--- src/rtl/pe_vinsn_queue.sv ---
// pe_vinsn_queue: receiving end of the sequencer-to-PE request interface.
// Accepts requests addressed to this PE's VFU, drops repeats of a request the
// sequencer keeps holding, buffers accepted instructions in order, prunes their
// hazard bits against the broadcast vinsn_running, presents the head to the
// execution backend and returns backend completions as vinsn_done pulses.
//
// Ports:
//   clk_i, rst_ni          clock, asynchronous active-low reset
//   pe_req_i/_valid_i      request stream from the sequencer (vinsn_running valid every cycle)
//   pe_req_ready_o         this PE does not stall the current request
//   pe_resp_o              vinsn_done one-hot pulses, all other fields zero
//   exe_req_o/exe_valid_o  pruned head instruction and its issuability
//   exe_ready_i            backend accepts the head
//   exe_done_i/_id_i       backend completion and its instruction ID

package pe_vinsn_pkg;
    localparam int unsigned NrVInsn = 8;

    typedef logic [$clog2(NrVInsn)-1:0] vid_t;

    typedef enum logic [2:0] {
        VFU_Alu, VFU_MFpu, VFU_SlideUnit, VFU_MaskUnit, VFU_LoadUnit, VFU_StoreUnit, VFU_None
    } vfu_e;

    typedef struct packed {
        vid_t               id;
        vfu_e               vfu;
        logic [7:0]         op;
        logic [15:0]        vl;
        logic [NrVInsn-1:0] hazard_vs1;
        logic [NrVInsn-1:0] hazard_vs2;
        logic [NrVInsn-1:0] hazard_vm;
        logic [NrVInsn-1:0] hazard_vd;
        logic [NrVInsn-1:0] vinsn_running;
    } pe_req_t;

    typedef struct packed {
        logic [NrVInsn-1:0] vinsn_done;
        logic               exception;
    } pe_resp_t;
endpackage

module pe_vinsn_queue
    import pe_vinsn_pkg::*;
#(
    parameter vfu_e        Vfu        = VFU_Alu,
    parameter int unsigned QueueDepth = 4
) (
    input  logic     clk_i,
    input  logic     rst_ni,
    input  pe_req_t  pe_req_i,
    input  logic     pe_req_valid_i,
    output logic     pe_req_ready_o,
    output pe_resp_t pe_resp_o,
    output pe_req_t  exe_req_o,
    output logic     exe_valid_o,
    input  logic     exe_ready_i,
    input  logic     exe_done_i,
    input  vid_t     exe_done_id_i
);

    localparam int unsigned PtrW = $clog2(QueueDepth);
    localparam int unsigned CntW = PtrW + 1;

    typedef logic [PtrW-1:0] ptr_t;

    pe_req_t            mem_q [QueueDepth];
    pe_req_t            mem_d [QueueDepth];
    ptr_t               rd_ptr_q, rd_ptr_d;
    ptr_t               wr_ptr_q, wr_ptr_d;
    logic [CntW-1:0]    cnt_q, cnt_d;
    logic [NrVInsn-1:0] owned_q, owned_d;
    logic [NrVInsn-1:0] done_q, done_d;

    logic    full, empty, match, is_owned, push, pop, done_legal;
    pe_req_t head;

    assign full     = (cnt_q == CntW'(QueueDepth));
    assign empty    = (cnt_q == '0);
    assign match    = (pe_req_i.vfu == Vfu);
    assign is_owned = owned_q[pe_req_i.id];

    // Already-owned requests are repeats held by the sequencer: never stall them.
    assign push           = pe_req_valid_i && match && !is_owned && !full;
    assign pe_req_ready_o = !full || !match || is_owned;

    // Storage is pruned at every edge, so the head is presented as stored.
    assign head        = mem_q[rd_ptr_q];
    assign exe_req_o   = head;
    assign exe_valid_o = !empty && (head.hazard_vd == '0);
    assign pop         = exe_valid_o && exe_ready_i;

    assign done_legal = exe_done_i && owned_q[exe_done_id_i];

    always_comb begin
        for (int i = 0; i < QueueDepth; i++) begin
            mem_d[i]            = mem_q[i];
            mem_d[i].hazard_vs1 = mem_q[i].hazard_vs1 & pe_req_i.vinsn_running;
            mem_d[i].hazard_vs2 = mem_q[i].hazard_vs2 & pe_req_i.vinsn_running;
            mem_d[i].hazard_vm  = mem_q[i].hazard_vm  & pe_req_i.vinsn_running;
            mem_d[i].hazard_vd  = mem_q[i].hazard_vd  & pe_req_i.vinsn_running;
        end
        if (push) begin
            mem_d[wr_ptr_q]            = pe_req_i;
            mem_d[wr_ptr_q].hazard_vs1 = pe_req_i.hazard_vs1 & pe_req_i.vinsn_running;
            mem_d[wr_ptr_q].hazard_vs2 = pe_req_i.hazard_vs2 & pe_req_i.vinsn_running;
            mem_d[wr_ptr_q].hazard_vm  = pe_req_i.hazard_vm  & pe_req_i.vinsn_running;
            mem_d[wr_ptr_q].hazard_vd  = pe_req_i.hazard_vd  & pe_req_i.vinsn_running;
        end
    end

    always_comb begin
        owned_d = owned_q;
        done_d  = '0;
        // Done and accept never target the same ID, so the order here is free.
        if (done_legal) begin
            owned_d[exe_done_id_i] = 1'b0;
            done_d[exe_done_id_i]  = 1'b1;
        end
        if (push) begin
            owned_d[pe_req_i.id] = 1'b1;
        end
        wr_ptr_d = wr_ptr_q + ptr_t'(push);
        rd_ptr_d = rd_ptr_q + ptr_t'(pop);
        cnt_d    = cnt_q + CntW'(push) - CntW'(pop);
    end

    always_comb begin
        pe_resp_o            = '0;
        pe_resp_o.vinsn_done = done_q;
    end

    always_ff @(posedge clk_i or negedge rst_ni) begin
        if (!rst_ni) begin
            for (int i = 0; i < QueueDepth; i++) begin
                mem_q[i] <= '0;
            end
            rd_ptr_q <= '0;
            wr_ptr_q <= '0;
            cnt_q    <= '0;
            owned_q  <= '0;
            done_q   <= '0;
        end else begin
            for (int i = 0; i < QueueDepth; i++) begin
                mem_q[i] <= mem_d[i];
            end
            rd_ptr_q <= rd_ptr_d;
            wr_ptr_q <= wr_ptr_d;
            cnt_q    <= cnt_d;
            owned_q  <= owned_d;
            done_q   <= done_d;
        end
    end

    // A completion for an instruction this PE does not own is a backend bug.
    illegal_done_a: assert property (@(posedge clk_i) disable iff (!rst_ni)
        exe_done_i |-> owned_q[exe_done_id_i])
        else $error("exe_done_i for unowned id %0d", exe_done_id_i);

endmodule

--- config.mk ---
export PLATFORM = sky130hd
export DESIGN_NAME = pe_vinsn_queue
export DESIGN_NICKNAME = d
export VERILOG_FILES = /design/src/rtl/pe_vinsn_queue.sv
export SDC_FILE = /design/constraint.sdc
export NUM_CORES = 1
export LEC_CHECK = 0
export CORE_MARGIN = 8
export CORE_UTILIZATION = 35
export DETAILED_ROUTE_END_ITERATION = 12
export PLACE_DENSITY = 0.61
export SLEW_MARGIN = 20
export SYNTH_ARGS = -nofsm -noshare
export SYNTH_HDL_FRONTEND = slang
export SYNTH_SLANG_ARGS = --single-unit
--- constraint.sdc ---
create_clock -name clk_i -period 3.6 [get_ports clk_i]
set_clock_uncertainty 0.15 [all_clocks]
set_input_delay 0.54 -clock clk_i [delete_from_list [all_inputs] [get_ports clk_i]]
set_output_delay 0.54 -clock clk_i [all_outputs]
set_load 0.03 [all_outputs]
==> impl_metrics.csv <==
group,metric,value,unit
power_and_ir_drop,finalPower,0.0119,W
global_route,grt_pass1_wl,54600,um
sta,finalWorstSetupSlack,54.5,ps
logic_synthesis,synth_seq_cells,303,
detailed_routing,detailedRoute.firstIterationViolations,609,
critical_path,reg2reg_to,"cnt_q[2]$_DFF_PN0_",
logic_synthesis,muxShareOfSynthArea,34.4,%
place,place_congestion,0.757,
detailed_routing,drcViolationCount,0,
power_and_ir_drop,vdd_drop_max,0.251,mV
detailed_routing,vias_per_cell,5.01,
logic_synthesis,post_synth_instance_area,14300,um^2
logic_synthesis,synth_flop_cell,"dfrtp_1",
critical_path,start_kind,"input pin",
logic_synthesis,yosysSeqAreaShare,53.1,%
critical_path,cp_cell_sequence,"clkdlybuf4s50_1 -> mux2_4 -> a2111o_1 -> or4b_2 -> clkdlybuf4s15_1",
detailed_routing,drt-pass1-iter-count,4,
layout,antennaDiodeCount,0,
layout,syn2layout_area_growth,25.3,%
logic_synthesis,synth_compound_area_share,1.91,%
clocking,numCtsBuffers,37,
place,dp_slack,-211,ps
clocking,clk_pin_slew,50,ps
clocking,ctsHtreeMaxLevel,2,
detailed_routing,routed_wl,34100,um
critical_path,worst-setup-path-type,"in2out",
sta,slew_viol_final,0,
logic_synthesis,synthArstFlopShare,100,%
critical_path,worst_r2r_path_depth,9,
sta,fmax,282,MHz
clocking,clockBufferDepth,3,
global_route,track_usage,14.4,%
logic_synthesis,synthCells,961,
logic_synthesis,synth_area_leaders,"dfrtp_1, mux2_4, mux4_2, mux2i_1, nand2_1",
place,io_buffers,157,
detailed_routing,vias,8545,
clocking,cts_tree,"done",
critical_path,cp-startpoint,"pe_req_i[68]",
worst_hold_path,min_path_type,"reg2reg",
critical_path,critPathSlowestCell,"or4b_2",
sta,max_slew_margin,34.9,%
power_and_ir_drop,p_per_area,667,nW/um^2
logic_synthesis,synth_xor_xnor_area_share,0.307,%
clocking,cts-root-buf,"clkbuf_16",
power_and_ir_drop,p_leak,7.66,nW
global_route,grt_pass1_vias,9319,
logic_synthesis,synth-simple-area-share,6.39,%
die,start_util,35.2,%
clocking,clock_latency,540,ps
die,coreArea,40600,um^2
sta,rsz0062_at_grt,"false",
sta,whs,326,ps
critical_path,r2r_setup_slack,210,ps
logic_synthesis,synth.most_common_cell,"dfrtp_1",
critical_path,rr_startpoint,"rd_ptr_q[0]$_DFF_PN0_",
logic_synthesis,synth_top_area_cell,"dfrtp_1",
die,placementRows,74,
critical_path,cp.arrival,2860,ps
die,die_x,218,um
logic_synthesis,yosys_warnings,0,
sta,hold_viol_final,0,
logic_synthesis,yosysUniqueCellTypes,38,
sta,fin_crit_sh,98.5,%
critical_path,endpoint_kind,"output pin",
sta,fin_crit,3550,ps
sta,finalSetupViolCount,0,
sta,worst_pin_slew,973,ps
layout,drive_above_1_share,27.0,%
die,die_h,218,um
clocking,clock-sinks,303,
logic_synthesis,yosysTopAreaCellShare,53.1,%
logic_synthesis,syn_nets,1042,
critical_path,worstPathMaxFanout,2,
sta,setup-tns-final,0,ps
global_route,grt_max_degree,79,
critical_path,required,2910,ps
critical_path,critPathCapture,"pe_req_ready_o",
layout,fin_util,44.1,%
logic_synthesis,syn_area_per_cell,14.9,um^2
layout,fin_nets,1229,
logic_synthesis,synth_edf_count,0,
detailed_routing,routedWlPerCell,20.0,um
run_status,status,"completed",
global_route,antenna_found_initial,1,
global_route,grt.overflow.total,0,
die,boundaryPins,159,
detailed_routing,ant_nets,0,
job,max_cap_violations,0,
critical_path,max_stage_delay,680,ps
die,dieArea,47500,um^2
logic_synthesis,synth_fa_ha_area_share,0.315,%
logic_synthesis,synth_top_family_by_area,"multiplexers",
logic_synthesis,yosys-top-cells-count,"dfrtp_1, nand2_1, mux2i_1",
place,dp_hpwl,22300,um
## worst max-delay path: cells and delay by family
kind | cells | cell delay [ps]
buffers and inverters | 2 | 900
multiplexers | 1 | 310
AO/OA/AOI/OAI | 1 | 430
AND/OR/NAND/NOR | 1 | 680
## report_power, final
group	internal (W)	total, W	leakage, nW	switching (W)
sequential	0.00409	0.00453	4.10	0.000440
clock	0.00213	0.00357	0.567	0.00144
combinational	0.00208	0.00383	2.99	0.00175
## metal layers
layer / vias up / GRT usage [%] / part of all wire [%]
met5: - / 0 / 0.023
met4: 2 / 3.65 / 1.8
met3: 44 / 3.90 / 5.8
met2: 223 / 21.5 / 45
met1: 4468 / 20.5 / 48
li1: 3808 / - / -
## placed cells by master, fill, tap and decap left out, types with 2 or more instances in the layout
cell and count:
clkinvlp_4 2, xnor2_1 3, a41oi_1 2, buf_8 2, ha_1 2, mux4_2 70
nand3_1 2, and2_1 2, mux2i_1 129, clkinv_2 4, clkbuf_16 39, buf_4 41
xor2_1 2, a32o_1 8, nor2b_1 18, or2_2 2, clkbuf_8 7, dfrtp_4 2
nand2_1 168, a221o_1 2, nor2_1 5, clkbuf_1 10, buf_12 18, clkdlybuf4s50_1 154
a2111oi_4 4, mux2_4 121, nand2b_1 2, mux2_1 20, nor3_1 4, dfrtp_1 301
inv_1 5, and3_1 7
## metrics by stage
step	area, um^2	instances
after floorplan	14300	961
after global placement	16700	1640
after detailed placement	16700	1640
after CTS	17900	1705
after global routing	17900	1705
final	17900	1705
## worst min-delay path by stage
stage / from / endpoint / slack [ps] / cells past startpoint
after floorplan: rst_ni / async pin / 90 / 0
after global routing: register / register / 350 / 1
after global placement: register / register / 310 / 1
after CTS: register / register / 330 / 1
final: register / register / 330 / 1
after detailed placement: register / register / 320 / 1
## cell families after synthesis
| kind of cell | Yosys count |
|---|---|
| muxes | 340 |
| and+or+nand+nor | 215 |
| AOI/OAI and AO/OA | 20 |
| xor gates and xnor gates | 5 |
| DFF | 303 |
| other | 1 |
| adders and majority gates | 3 |
| buffers and inverters | 74 |
## area by class of cell
cell class	instances	area (um^2)
fill	3652	22700
sequential	303	7590
multi-input combinational	584	6190
timing repair buffer	217	2260
clock buffer	56	1110
tap	532	666
clock inverter	8	52.6
inverter	5	18.8
## timing repair
action	in CTS	in global routing
setup buffers	0	0
hold buffers	1	0
hold endpoints to repair	73	0
endpoints found under the setup margin	31	1
gates resized for setup	3	1
No activity file was read; power rests on OpenSTA's default activity.
